--- config.mk ---
export PLATFORM = sky130hd
export DESIGN_NAME = instr_fetch
export DESIGN_NICKNAME = d
export VERILOG_FILES = /design/src/rtl/fetch_pkg.sv /design/src/rtl/fetch_queue.sv /design/src/rtl/instr_fetch.sv
export SDC_FILE = /design/constraint.sdc
export NUM_CORES = 1
export LEC_CHECK = 0
export ABC_AREA = 1
export BUFFER_PORTS_ARGS = -buffer_cell sky130_fd_sc_hd__clkbuf_2
export CAP_MARGIN = 20
export CORE_ASPECT_RATIO = 0.9
export CORE_MARGIN = 1.5
export CORE_UTILIZATION = 50
export DETAILED_ROUTE_END_ITERATION = 12
export PLACE_DENSITY = 0.71
export SYNTH_ARGS = -nofsm -noshare
export SYNTH_HDL_FRONTEND = slang
export SYNTH_SLANG_ARGS = --single-unit
--- constraint.sdc ---
create_clock -name clock -period 4.35 [get_ports clock]
set_clock_uncertainty 0.15 [all_clocks]
set_input_delay 0.87 -clock clock [delete_from_list [all_inputs] [get_ports clock]]
set_output_delay 0.87 -clock clock [all_outputs]
set_load 0.05 [all_outputs]
--- src/rtl/fetch_pkg.sv ---
// Shared widths, constants and the fetch-queue entry type for the fetch stage.
package fetch_pkg;

    localparam int PC_W    = 32;
    localparam int INSTR_W = 32;
    localparam int IMEM_AW = 16;
    localparam logic [PC_W-1:0] PC_STEP = 32'd4;

    // One buffered fetch result: the byte PC and the word the ROM returned for it.
    typedef struct packed {
        logic [PC_W-1:0]    pc;
        logic [INSTR_W-1:0] instr;
    } fetch_entry_t;

endpackage

--- src/rtl/fetch_queue.sv ---
// Small synchronous FIFO of fetch entries. flush empties it and has priority
// over push and pop. Reset also clears the storage so the head reads zero.
module fetch_queue
    import fetch_pkg::*;
#(
    parameter  int DEPTH = 3,
    localparam int CNT_W = $clog2(DEPTH + 1),
    localparam int PTR_W = $clog2(DEPTH)
) (
    input  logic               clock,
    input  logic               reset,
    input  logic               flush,
    input  logic               push,
    input  fetch_entry_t       push_data,
    input  logic               pop,
    output logic [CNT_W-1:0]   count,
    output fetch_entry_t       head
);

    fetch_entry_t      mem_q [DEPTH];
    fetch_entry_t      mem_d [DEPTH];
    logic [PTR_W-1:0]  rd_ptr_q, rd_ptr_d;
    logic [PTR_W-1:0]  wr_ptr_q, wr_ptr_d;
    logic [CNT_W-1:0]  count_q, count_d;

    // Pointers wrap modulo DEPTH, which need not be a power of two.
    function automatic logic [PTR_W-1:0] next_ptr(input logic [PTR_W-1:0] p);
        if (p == PTR_W'(DEPTH - 1)) begin
            return '0;
        end
        return p + PTR_W'(1);
    endfunction

    // Next-state: flush wins; otherwise push writes at wr_ptr and pop advances rd_ptr.
    always_comb begin
        mem_d    = mem_q;
        rd_ptr_d = rd_ptr_q;
        wr_ptr_d = wr_ptr_q;
        count_d  = count_q;
        if (flush) begin
            rd_ptr_d = '0;
            wr_ptr_d = '0;
            count_d  = '0;
        end else begin
            if (push) begin
                mem_d[wr_ptr_q] = push_data;
                wr_ptr_d        = next_ptr(wr_ptr_q);
            end
            if (pop) begin
                rd_ptr_d = next_ptr(rd_ptr_q);
            end
            if (push && !pop) begin
                count_d = count_q + CNT_W'(1);
            end else if (!push && pop) begin
                count_d = count_q - CNT_W'(1);
            end
        end
    end

    // Register update with synchronous reset clearing storage and pointers.
    always_ff @(posedge clock) begin
        if (reset) begin
            rd_ptr_q <= '0;
            wr_ptr_q <= '0;
            count_q  <= '0;
            for (int i = 0; i < DEPTH; i++) begin
                mem_q[i] <= '0;
            end
        end else begin
            rd_ptr_q <= rd_ptr_d;
            wr_ptr_q <= wr_ptr_d;
            count_q  <= count_d;
            for (int i = 0; i < DEPTH; i++) begin
                mem_q[i] <= mem_d[i];
            end
        end
    end

    assign count = count_q;
    assign head  = mem_q[rd_ptr_q];

endmodule

--- src/rtl/instr_fetch.sv ---
// Instruction fetch stage: owns the PC, drives the 1-cycle-latency ROM,
// pairs each returned word with its PC in a small queue and hands entries
// to decode. A redirect flushes everything and restarts at the new PC.
//
// Output handshake: an entry transfers on a rising edge where out_valid and
// out_ready are both high. out_valid never depends on out_ready, and while
// out_valid is high and out_ready low the head {out_pc, out_instr} is held.
module instr_fetch
    import fetch_pkg::*;
#(
    parameter logic [PC_W-1:0] RESET_PC = 32'h0000_0000,
    parameter int              DEPTH    = 3
) (
    input  logic                 clock,
    input  logic                 reset,
    output logic [IMEM_AW-1:0]   imem_addr,
    input  logic [INSTR_W-1:0]   imem_q,
    input  logic                 redirect_valid,
    input  logic [PC_W-1:0]      redirect_pc,
    output logic                 out_valid,
    input  logic                 out_ready,
    output logic [PC_W-1:0]      out_pc,
    output logic [INSTR_W-1:0]   out_instr
);

    localparam int CNT_W = $clog2(DEPTH + 1);

    logic [PC_W-1:0]  fetch_pc_q, fetch_pc_d;
    logic [PC_W-1:0]  req_pc_q, req_pc_d;
    logic             req_vld_q, req_vld_d;
    logic [PC_W-1:0]  redir_pc;
    logic [CNT_W:0]   occupancy;
    logic             issue;
    logic             push;
    logic             pop;
    logic [CNT_W-1:0] count;
    fetch_entry_t     head;
    fetch_entry_t     push_entry;

    // Issue decision uses registered terms only, keeping out_ready off the address path;
    // counting the in-flight request guarantees the queue has room when it returns.
    always_comb begin
        redir_pc   = redirect_pc & ~32'h3;
        occupancy  = {1'b0, count} + {{CNT_W{1'b0}}, req_vld_q};
        issue      = occupancy < (CNT_W + 1)'(DEPTH);
        push       = req_vld_q && !redirect_valid;
        out_valid  = (count != '0) && !redirect_valid;
        pop        = out_valid && out_ready;
        imem_addr  = redirect_valid ? redir_pc[17:2] : fetch_pc_q[17:2];
        push_entry = '{pc: req_pc_q, instr: imem_q};
    end

    // PC sequencing: a redirect restarts the request stream, otherwise step by 4 while issuing.
    always_comb begin
        fetch_pc_d = fetch_pc_q;
        req_pc_d   = req_pc_q;
        req_vld_d  = 1'b0;
        if (redirect_valid) begin
            req_pc_d   = redir_pc;
            req_vld_d  = 1'b1;
            fetch_pc_d = redir_pc + PC_STEP;
        end else if (issue) begin
            req_pc_d   = fetch_pc_q;
            req_vld_d  = 1'b1;
            fetch_pc_d = fetch_pc_q + PC_STEP;
        end
    end

    // PC and in-flight request registers; reset overrides any redirect.
    always_ff @(posedge clock) begin
        if (reset) begin
            fetch_pc_q <= RESET_PC;
            req_pc_q   <= '0;
            req_vld_q  <= 1'b0;
        end else begin
            fetch_pc_q <= fetch_pc_d;
            req_pc_q   <= req_pc_d;
            req_vld_q  <= req_vld_d;
        end
    end

    fetch_queue #(
        .DEPTH (DEPTH)
    ) u_queue (
        .clock     (clock),
        .reset     (reset),
        .flush     (redirect_valid),
        .push      (push),
        .push_data (push_entry),
        .pop       (pop),
        .count     (count),
        .head      (head)
    );

    assign out_pc    = head.pc;
    assign out_instr = head.instr;

endmodule

## Word-level counts from Yosys, hierarchy flattened

Cells that the tools add are included.

- Order comparisons: 4
- Mux-type cells: 25
- Add/subtract/negate cells: 7
- Bitwise logic cells: 3
- Eq/ne operators: 2
- Reduce and logical (&&, ||, !) cells: 14

Operator list:

| cell | number |
|---|---|
| $bwmux W192 | 1 |
| $mux W64 | 3 |
| $bmux W64 S2 | 1 |
| $demux W64 S2 | 1 |
| $mux W32 | 4 |
| $add A32 B3 Y32 const B | 2 |
| $mux W16 | 1 |
| $mux W2 | 6 |
| $mux W1 | 8 |
| $add A2 B1 Y2 const B | 3 |
| $ge A3 B3 Y1 const B | 2 |
| $logic_and A1 B1 Y1 | 6 |
| $not A2 Y3 | 2 |
| $reduce_bool A2 Y1 | 3 |
| $eq A2 B2 Y1 const B | 2 |
| $add A2 B1 Y3 | 1 |
| $logic_not A1 Y1 | 3 |
| $lt A3 B1 Y1 const B | 1 |
| $lt A3 B2 Y1 const B | 1 |
| $reduce_and A2 Y1 | 1 |
| $reduce_or A2 Y1 | 1 |
| $sub A2 B1 Y2 const B | 1 |
| $not A1 Y1 | 1 |

- Bits in registers: 263
- Word-level logic and storage cells: 68

## Depth between registers and ports, before layout

Gate-level depths: netlist of run 1.

- Word-level depth: 6
- Mapped depth: 14

## Hierarchy

A second synthesis of run 1 with hierarchy kept.

- Cells, all modules: 1,732
- Area, all modules: 11,872.6 um^2

Modules (own cells, without submodules):

| module | instances | area an instance (um^2) | seq. area each (um^2) | cells an instance |
|---|---|---|---|---|
| fetch_queue | 1 | 8,071.5 | 3,963.8 | 1,159 |
| instr_fetch | 1 | 3,801.1 | 1,221.2 | 573 |

## Worst setup path before layout of run 1

OpenSTA, ideal clock, no wires.

- Path kind: input to register
- From: in redirect_valid
- To: reg u_queue.count_q[1], in the netlist u_queue.count[1]
- Data required time: 4.130 ns
- Path buffers: 3
- Library setup time: 0.070 ns
- Arrival: 3.018 ns
- Stages: 10
- Setup slack: 1.113 ns
- Path through: buf_6 -> buf_12 -> buf_8 -> nor2_1 -> nand2_1 -> ha_1 -> o21bai_1 -> a21oi_1 -> o21ai_0 -> a21oi_1

- Word-level cells in the longest chain between the ends: 6
- Elaborated cells between the ends (all ways): 11
- Classes of those cells: mux: 1; reduce/logical: 10

RTL lines:

| what | RTL line | text |
|---|---|---|
| from (decl) | instr_fetch.sv:18 | `input logic redirect_valid,` |
| $logic_not A1 Y1 (*) | instr_fetch.sv:47 | `out_valid = (count != '0) && !redirect_valid;` |
| $logic_and A1 B1 Y1 (*) | instr_fetch.sv:47 |  |
| via out_valid | instr_fetch.sv:20 | `output logic out_valid,` |
| $logic_and A1 B1 Y1 (*) | instr_fetch.sv:48 | `pop = out_valid && out_ready;` |
| $logic_not A1 Y1 | fetch_queue.sv:52 | `if (push && !pop) begin` |
| $logic_and A1 B1 Y1 | fetch_queue.sv:52 |  |
| $mux W2 / $reduce_bool A2 Y1 (equally long branches) | n/a |  |
| to (signal assigned) | fetch_queue.sv:72 | `count_q <= count_d;` |
| to (decl) | fetch_queue.sv:24 | `logic [CNT_W-1:0] count_q, count_d;` |

Mark *: on every way through the listed nets, which the timed path passes. The rest lies on a longest branch.
A chain may end at the register's enable or synchronous reset.

## Final worst setup path of run 1

- From: reg u_queue.rd_ptr_q[0]
- To: out out_pc[10]

- Word-level cells in the longest chain between the ends: 4

RTL lines:

| what | RTL line | text |
|---|---|---|
| from (decl) | fetch_queue.sv:22 | `logic [PTR_W-1:0] rd_ptr_q, rd_ptr_d;` |
| from (signal assigned) | fetch_queue.sv:70 | `rd_ptr_q <= rd_ptr_d;` |
| $not A2 Y3 (implied by the code) | fetch_queue.sv:80 | `assign head = mem_q[rd_ptr_q];` |
| $bmux W64 S2 | fetch_queue.sv:80 |  |
| $mux W64 (implied by the code) (2 in a row) | fetch_queue.sv:80 |  |
| to (decl) | instr_fetch.sv:22 | `output logic [PC_W-1:0] out_pc,` |

No other way between the ends. The select of a mux whose other input is x is not followed.

==> run summary, run 1 <==
outcome = complete, no violations
Diodes inserted = 0
Hold Path Class = reg2reg
hold_sp = fetch_pc_q[2]
top-count cell post-synth = nor2_1
WHS Endpoint = fetch_pc_q[2]
vias per cell = 5.25
clock slew at reported path FFs = 0.06 ns
Max Buffers Root-to-Sink = 3
CP startpoint kind = flop
Synth top cells by count = nor2_1 (466), nand2_1 (311), dfxtp_1 (253), o21ai_0 (208), clkbuf_1 (63)
CP max stage delay = 0.50 ns
register area share after synthesis = 44.6%
Post-layout nets = 1,770
worst reg-to-reg setup slack = 1.93 ns
WL/cell = 14.9 µm
RR Startpoint = u_queue.count[0]
first-pass GRT wire length = 49,500 µm
Psw = 1.50 mW
Worst Path Arrival = 2.45 ns
FP Rows = 52
WS Path Type = reg2out
number of synthesized flops with an enable pin = 0
PwrDens = 422 nW/µm²
FILL cells = 2,147
CP endpoint kind = primary output
Yosys top cell area share = 44.6%
vias in the first global route = 9,795
hpwl dp = 17,800 µm
largest net degree at the start of global routing = 93
total track usage = 25.4%
hold depth = 2
core area = 22,400 µm²
Setup violations, final = 0
Die Wd = 162 µm
critical path peak fanout = 44
Port Buffers = 144
routed wire length = 30,100 µm
die height = 146 µm
final non-filler cell total = 2,015
Crit path required time = 3.33 ns
P_int = 3.98 mW
post-layout min period = 3.47 ns
area leader, netlist = dfxtp_1
Slew Limit Fails = 0
CTS sink count = 253
# DRC = 0
Syn Area/Cell = 6.99 µm²
CTS resizes = 0
H-tree depth = 1
hold_buf cts = 0
Mapped Area = 11,400 µm²
Final ANT Viol Nets = 0
Initial Util = 50.8%
Leak = 6.33 nW
Design Area, Final = 13,000 µm²
f_max = 0.288 GHz
ys async rst share = 0%
CP max stage cell = nor2_4
GR Overflow Total = 0
synthesized instance count = 1,626
worst hold slack = 0.329 ns
CTS tree = yes
Setup Fix Bufs, Post-CTS = 0
combinational share of power = 12.6%
slew margin rel. = 43.0%
Max-Cap Viols = 0
clk root buf = clkbuf_16
Sw Ratio = 27.4%
Clock Latency Late Sink = 0.52 ns
#FFs+latches synth = 253
die area = 23,600 µm²
CTS Buf Count = 27
GP Congestion = 0.863
count of cell types in the netlist = 42
placed insts = 1,966
final cycle utilization of the critical path = 79.7%
VDD IR max = 0.222 mV
Syn. warnings = 0
clock network power share = 42.5%
RSZ-0062 raised after global routing = no
initial DRC count = 853
sequential power share = 45.0%
Synth area leaders = dfxtp_1 (45%), nor2_1 (15%), nand2_1 (10%), o21ai_0 (9.2%), a22oi_1 (4.0%)
worst-path cell chain = inv_1 > nor2_4 > buf_12 > a22oi_1 > nand2_1 > clkbuf_2
fin util = 58.0%
endpoints failing hold = 0
dpl cell area = 12,100 µm²
Least-Margin Pin Slew = 0.856 ns
initial antenna violation count = 0
# IOs = 149
setup TNS = 0 ns
layout cells sized above 1 = 15.1%
Main synth FF type = dfxtp_1
area grow syn2layout = 14.2%
reg-to-reg critical path endpoint = fetch_pc_q[25]
via count = 10,588
TritonRoute pass-1 iters = 5
Worst Reg-to-Reg Cells = 9
layout make-up:
| cell class | count | area, µm² | area share (%) |
|---|---|---|---|
| Clock buffer | 36 | 749 | 5.77 |
| Inverter | 63 | 239 | 1.84 |
| Tap cell | 297 | 372 | 2.86 |
| Timing Repair Buffer | 160 | 916 | 7.06 |
| Sequential cell | 253 | 5060 | 39.0 |
| Clock inverter | 13 | 145 | 1.12 |
| Multi-Input combinational cell | 1193 | 5490 | 42.3 |
worst max-delay path by stage:
stage	startpoint	to	depth (start not counted)
floorplan	redirect_valid	u_queue.count[1]	10
global placement	redirect_valid	imem_addr[7]	6
detailed placement	redirect_valid	imem_addr[7]	6
CTS	u_queue.rd_ptr_q[0]	out_pc[10]	6
global route	u_queue.rd_ptr_q[0]	out_pc[10]	6
finish	u_queue.rd_ptr_q[0]	out_pc[10]	6
layer usage:
layer | global-route usage [%] | wire length (µm)
met1 | 35.7 | 13900
met3 | 2.78 | 1550
met4 | 6.19 | 659
met2 | 41.8 | 14000
met5 | 0 | 0
registers in the layout, summed over array words and instances (netlist names):
register / flops
u_queue.mem_q: 186
req_pc_q: 30
u_queue.wr_ptr_q: 2
u_queue.rd_ptr_q: 2
fetch_pc_q: 30
req_vld_q: 1
u_queue.count: 2
critical path: cells and delay by family (launching register included):
family / cells / cell delay [ns]
AOI/OAI and AO/OA: 1 / 0.11
buffers and inverters: 3 / 0.73
and+or+nand+nor: 2 / 0.63
DFF: 1 / 0.43
stage by stage:
stage | total power, mW | worst slack [ns]
CTS | 5.50 | 0.900
global route | 5.66 | 0.800
detailed placement | 3.20 | 1.04
global placement | 3.19 | 1.03
finish | 5.48 | 0.883
floorplan | 3.03 | 1.11
power groups by stage:
stage | combinational (mW) | sequential, mW | clock [mW]
6_report | 0.688 | 2.47 | 2.33
5_1_grt | 0.753 | 2.48 | 2.43
4_1_cts | 0.690 | 2.46 | 2.35
3_5_place_dp | 0.687 | 2.51 | 0
3_3_place_gp | 0.679 | 2.51 | 0
2_1_floorplan | 0.532 | 2.50 | 0
cell usage in the layout (no fill, tap or decap), types with 8 or more instances in the layout:
cell,count
nand2_2,12
o21ai_0,208
clkinv_2,8
inv_2,8
clkbuf_2,144
a22oi_1,60
nor2_4,10
nor2_1,463
inv_1,54
nand3_1,30
buf_4,10
o21ai_1,22
dfxtp_1,253
clkbuf_16,27
nand2_4,9
nand2_1,310
a21oi_1,12
cells by family after synthesis:
family | share of synthesized area (%)
DFF | 44.6
buffers and inverters | 7.38
adders and majority gates | 0.440
and+or+nand+nor | 31.0
xor gates and xnor gates | 0.154
other | 0.0330
muxes | 0.0881
AOI/OAI and AO/OA | 16.3
Power figures use the tool's default switching activity.
==> run 2: changes to the inputs <==
==> constraint.sdc (replaced) <==
create_clock -name clock -period 3.3 [get_ports clock]
set_clock_uncertainty 0.15 [all_clocks]
set_input_delay 0.66 -clock clock [delete_from_list [all_inputs] [get_ports clock]]
set_output_delay 0.66 -clock clock [all_outputs]
set_load 0.05 [all_outputs]
==> run summary, run 2 (same netlist as run 1, synthesis figures left out) <==
Port Buffers = 144 (unchanged)
Least-Margin Pin Slew = 0.932 ns (+0.0759 ns)
H-tree depth = 1 (unchanged)
Regs by FF count = u_queue.mem_q: 186 flops, fetch_pc_q: 30 flops, req_pc_q: 30 flops
vias in the first global route = 10,019 (+2.3%)
clk root buf = clkbuf_16
Crit path required time = 2.49 ns (-0.84 ns)
endpoints failing hold = 0 (unchanged)
GR Overflow Total = 0 (unchanged)
most frequent cells in the layout = nor2_1 (463), nand2_1 (310), dfxtp_1 (253)
setup TNS = 0 ns (unchanged)
Diodes inserted = 0 (unchanged)
area grow syn2layout = 15.8%
Pwr Total = 7.07 mW (+29%)
combinational share of power = 13.5% (+0.9 points)
post-layout min period = 2.95 ns
routed wire length = 30,300 µm (+0.67%)
total track usage = 25.3% (-0.11 points)
first-pass GRT wire length = 49,800 µm (+0.54%)
register with the most flip-flops = u_queue.mem_q
CP max stage delay = 0.44 ns (-0.06 ns)
CTS resizes = 0 (unchanged)
layout cells sized above 1 = 15.0% (-0.13 points)
final cycle utilization of the critical path = 89.5%
clock network power share = 40.4% (-2.1 points)
sequential power share = 46.0% (+1.0 points)
hold_buf cts = 0 (unchanged)
Hold Path Class = in2reg
most common cell after layout, fill and taps aside = nor2_1
vias per cell = 5.29 (+0.73%)
# DRC = 0 (unchanged)
TritonRoute pass-1 iters = 5 (unchanged)
Clock Latency Late Sink = 0.53 ns (about the same)
WS Path Type = reg2out
fin util = 58.8% (+0.79 points)
CTS Buf Count = 26 (-3.7%)
WL/cell = 15.0 µm (+0.62%)
Post-layout nets = 1,773 (+0.17%)
Max Buffers Root-to-Sink = 3 (unchanged)
critical path peak fanout = 63 (+43%)
PwrDens = 537 nW/µm² (+27%)
core area = 22,400 µm² (unchanged)
FP Rows = 52 (unchanged)
Final ANT Viol Nets = 0 (unchanged)
max reg flops = 186 (unchanged)
Bufs and invs on worst path = 3 (unchanged)
Setup Fix Bufs, Post-CTS = 0 (unchanged)
worst-path cell chain = inv_1 > nor2_4 > buf_12 > a22oi_1 > nand2_1 > clkbuf_2
P_int = 5.14 mW (+29%)
GP Congestion = 0.877 (+1.6%)
hpwl dp = 18,000 µm (+1.0%)
die height = 146 µm (unchanged)
FILL cells = 2,106 (-1.9%)
Psw = 1.93 mW (+28%)
Initial Util = 50.8% (unchanged)
Leak = 6.37 nW (+0.73%)
CP max stage cell = dfxtp_1
largest net degree at the start of global routing = 142 (+53%)
outcome = complete, no violations
die area = 23,600 µm² (unchanged)
initial DRC count = 903 (+5.9%)
CP startpoint kind = flop
Worst Path Arrival = 2.14 ns (-0.31 ns)
Slew Limit Fails = 0 (unchanged)
# IOs = 149 (unchanged)
initial antenna violation count = 0 (unchanged)
f_max = 0.339 GHz
CTS sink count = 253 (unchanged)
RSZ-0062 raised after global routing = no
clock slew at reported path FFs = 0.06 ns (about the same)
Die Wd = 162 µm (unchanged)
slew margin rel. = 37.8% (-5.1 points)
Setup violations, final = 0 (unchanged)
VDD IR max = 0.339 mV (+53%)
Sw Ratio = 27.3% (-0.091 points)
CP delay by family, top = buffers and inverters
via count = 10,671 (+0.78%)
Max-Cap Viols = 0 (unchanged)
CP endpoint kind = primary output
CTS tree = yes
[run 2: cell count changes in the layout (fill, tap and decap cells not counted)]
cell,before,now
clkbuf_2,144,131
clkinvlp_4,2,1
clkbuf_8,4,8
clkinv_2,8,2
buf_4,10,13
clkbuf_1,5,8
buf_12,6,20
bufinv_16,3,0
[run 2: layout make-up]
cell class	count	area (µm²)	share of cell area (%)
repair buffers	164	1150	8.77
multi-input cells	1193	5490	41.8
inverters	63	239	1.82
well taps	297	372	2.82
clock inverters	3	17.5	0.133
flip-flops and latches	253	5060	38.5
clock buffers	43	816	6.20
[run 2: path summary, 6_finish.rpt]
check                 startpoint  slack [ns]  cells past startpoint                end
min                   imem_q[14]        0.24                      3  u_queue.mem_q[14]
max          u_queue.rd_ptr_q[0]        0.35                      6         out_pc[24]
max reg2reg     u_queue.count[0]        0.89                     11     fetch_pc_q[11]
min reg2reg        fetch_pc_q[2]        0.32                      2      fetch_pc_q[2]
[run 2: metal layers]
metal / routed length, µm / part of all wire, % / vias to the layer above / global-route usage [%]
li1: - / - / 5361 / -
met1: 14000 / 46 / 4976 / 35.3
met3: 1590 / 5.2 / 37 / 3.07
met2: 14300 / 47 / 297 / 41.8
met5: 0 / 0 / - / 0
met4: 476 / 1.6 / 0 / 5.78
[run 2: power groups by stage]
| stage | combinational [mW] | clock (mW) | sequential [mW] |
|---|---|---|---|
| 5_1_grt | 1.04 | 3.01 | 3.27 |
| 3_3_place_gp | 0.945 | 0 | 3.31 |
| 4_1_cts | 0.960 | 2.89 | 3.25 |
| 3_5_place_dp | 0.957 | 0 | 3.32 |
| 2_1_floorplan | 0.701 | 0 | 3.29 |
| 6_report | 0.957 | 2.86 | 3.25 |
[run 2: through the flow]
| step | hold WS, ns | worst slack (ns) | cell area [µm²] | instances |
|---|---|---|---|---|
| floorplan | 0.295 | 0.273 | 11400 | 1627 |
| global placement | 0.300 | 0.508 | 12300 | 1970 |
| detailed placement | 0.312 | 0.453 | 12300 | 1970 |
| CTS | 0.230 | 0.393 | 13200 | 2016 |
| global route | 0.234 | 0.293 | 13200 | 2016 |
| finish | 0.236 | 0.346 | 13200 | 2016 |
[run 2: worst min-delay path: stages]
cell	delay [ns]
clkbuf_2	0.10
nor2_1	0.04
nor2_1	0.08
==> run 3: changes to the inputs <==
--- a/config.mk
+++ b/config.mk
@@ -7,12 +7,13 @@
 export LEC_CHECK = 0
 export ABC_AREA = 1
 export BUFFER_PORTS_ARGS = -buffer_cell sky130_fd_sc_hd__clkbuf_2
-export CAP_MARGIN = 20
+export CELL_PAD_IN_SITES_DETAIL_PLACEMENT = 1
+export CELL_PAD_IN_SITES_GLOBAL_PLACEMENT = 2
 export CORE_ASPECT_RATIO = 0.9
 export CORE_MARGIN = 1.5
-export CORE_UTILIZATION = 50
+export CORE_UTILIZATION = 32
 export DETAILED_ROUTE_END_ITERATION = 12
-export PLACE_DENSITY = 0.71
+export PLACE_DENSITY_LB_ADDON = 0.1
 export SYNTH_ARGS = -nofsm -noshare
 export SYNTH_HDL_FRONTEND = slang
 export SYNTH_SLANG_ARGS = --single-unit
==> run summary, run 3 (same netlist as run 1, synthesis figures left out) <==
CTS Buf Count = 30 (+15%)
CTS tree = yes
initial DRC count = 520 (-42%)
register with the most flip-flops = u_queue.mem_q
initial antenna violation count = 0 (unchanged)
worst hold slack = 0.219 ns (-0.0166 ns)
Max Buffers Root-to-Sink = 3 (unchanged)
Regs by FF count = u_queue.mem_q: 186 flops, fetch_pc_q: 30 flops, req_pc_q: 30 flops
post-layout min period = 3.13 ns (+0.180 ns)
Clock Latency Late Sink = 0.55 ns (+0.02 ns)
endpoints failing hold = 0 (unchanged)
Leak = 6.49 nW (+1.8%)
routed wire length = 38,200 µm (+26%)
Post-layout nets = 1,780 (+0.39%)
layout cells sized above 1 = 15.7% (+0.71 points)
Worst Path Arrival = 2.32 ns (+0.18 ns)
die area = 36,600 µm² (+55%)
slew margin rel. = 42.0% (+4.2 points)
hpwl dp = 23,400 µm (+30%)
VDD IR max = 0.356 mV (+4.9%)
critical path peak fanout = 17 (-73%)
core area = 35,100 µm² (+57%)
Multi-input gate area = 5490 µm² (unchanged)
Least-Margin Pin Slew = 0.869 ns (-0.0621 ns)
most frequent cells in the layout = nor2_1 (463), nand2_1 (310), dfxtp_1 (253)
f_max = 0.319 GHz (-5.7%)
max reg flops = 186 (unchanged)
setup TNS = 0 ns (unchanged)
CTS resizes = 0 (unchanged)
total track usage = 20.8% (-4.5 points)
via count = 10,764 (+0.87%)
# IOs = 149 (unchanged)
most common cell after layout, fill and taps aside = nor2_1
die height = 182 µm (+24%)
TritonRoute pass-1 iters = 5 (unchanged)
area grow syn2layout = 19.4%
clk root buf = clkbuf_16
Setup violations, final = 0 (unchanged)
outcome = complete, no violations
Initial Util = 32.4% (-18 points)
Hold Path Class = in2reg
final cycle utilization of the critical path = 94.9% (+5.4 points)
first-pass GRT wire length = 61,700 µm (+24%)
H-tree depth = 1 (unchanged)
FP Rows = 65 (+25%)
Register Area = 5060 µm² (unchanged)
Slew Limit Fails = 0 (unchanged)
vias in the first global route = 11,009 (+9.9%)
Setup Fix Bufs, Post-CTS = 0 (unchanged)
Final ANT Viol Nets = 0 (unchanged)
clock slew at reported path FFs = 0.06 ns (about the same)
Max-Cap Viols = 0 (unchanged)
Diodes inserted = 0 (unchanged)
WS Path Type = reg2out
Die Wd = 202 µm (+25%)
WL/cell = 17.4 µm (+15%)
GP Congestion = 0.781 (-11%)
GR Overflow Total = 0 (unchanged)
# DRC = 0 (unchanged)
RSZ-0062 raised after global routing = no
PwrDens = 557 nW/µm² (+3.7%)
vias per cell = 4.89 (-7.5%)
CTS sink count = 253 (unchanged)
CP startpoint kind = flop
largest net degree at the start of global routing = 86 (-39%)
Port Buffers = 144 (unchanged)
Crit path required time = 2.49 ns (about the same)
CP endpoint kind = primary output
hold_buf cts = 0 (unchanged)
FILL cells = 4,404 (+110%)
==> run 3: changes by cell type in the layout (fill, tap and decap cells not counted), sizes merged <==
cell,before,now
buf,33,36
bufinv,0,1
clkbuf,174,176
clkinv,2,8
clkinvlp,1,0
==> run 3: through the flow <==
step / std cells / setup WS [ns] / cell area [µm²] / utilization (%) / power (mW)
final: 2199 / 0.167 / 13600 / 38.7 / 7.56
after global routing: 2199 / 0.0428 / 13600 / 38.7 / 7.89
after CTS: 2199 / 0.106 / 13600 / 38.7 / 7.68
after detailed placement: 2145 / 0.319 / 12600 / 35.9 / 4.32
after global placement: 2145 / 0.339 / 12600 / 35.9 / 4.31
after floorplan: 1627 / 0.273 / 11400 / - / 4.00
==> run 3: routing by layer <==
layer / wire length, µm / vias up / global-route usage [%]
met2: 17600 / 119 / 34.7
met5: 0 / - / 0
li1: - / 5383 / -
met1: 19200 / 5224 / 29.0
met3: 850 / 38 / 2.28
met4: 576 / 0 / 4.18
==> run 3: power breakdown <==
group	internal, mW	switching [mW]
Sequential	3.18	0.0785
Combinational	0.291	0.697
Clock	1.99	1.33
Total	5.45	2.11
==> run 3: worst max-delay path, stage by stage (launching register included) <==
cell	delay, ns
dfxtp_1	0.44
inv_1	0.12
nor2_4	0.32
buf_4	0.35
nand2_1	0.08
nand2_1	0.15
clkbuf_2	0.30
==> run 3: final timing paths <==
kind                       start                  to  slack, ns  cells past startpoint
min                   imem_q[24]  u_queue.mem_q[152]       0.22                      3
max          u_queue.rd_ptr_q[1]          out_pc[28]       0.17                      6
max reg2reg     u_queue.count[0]      fetch_pc_q[15]       1.00                     11
min reg2reg        fetch_pc_q[2]       fetch_pc_q[2]       0.33                      2
==> run 3: area by class of cell <==
type / count / share of cell area (%)
clock buffer: 45 / 6.77
sequential: 253 / 37.3
inverter: 63 / 1.78
clock inverter: 9 / 0.572
multi-input combinational: 1193 / 40.5
tap: 469 / 4.32
timing repair buffer: 167 / 8.76
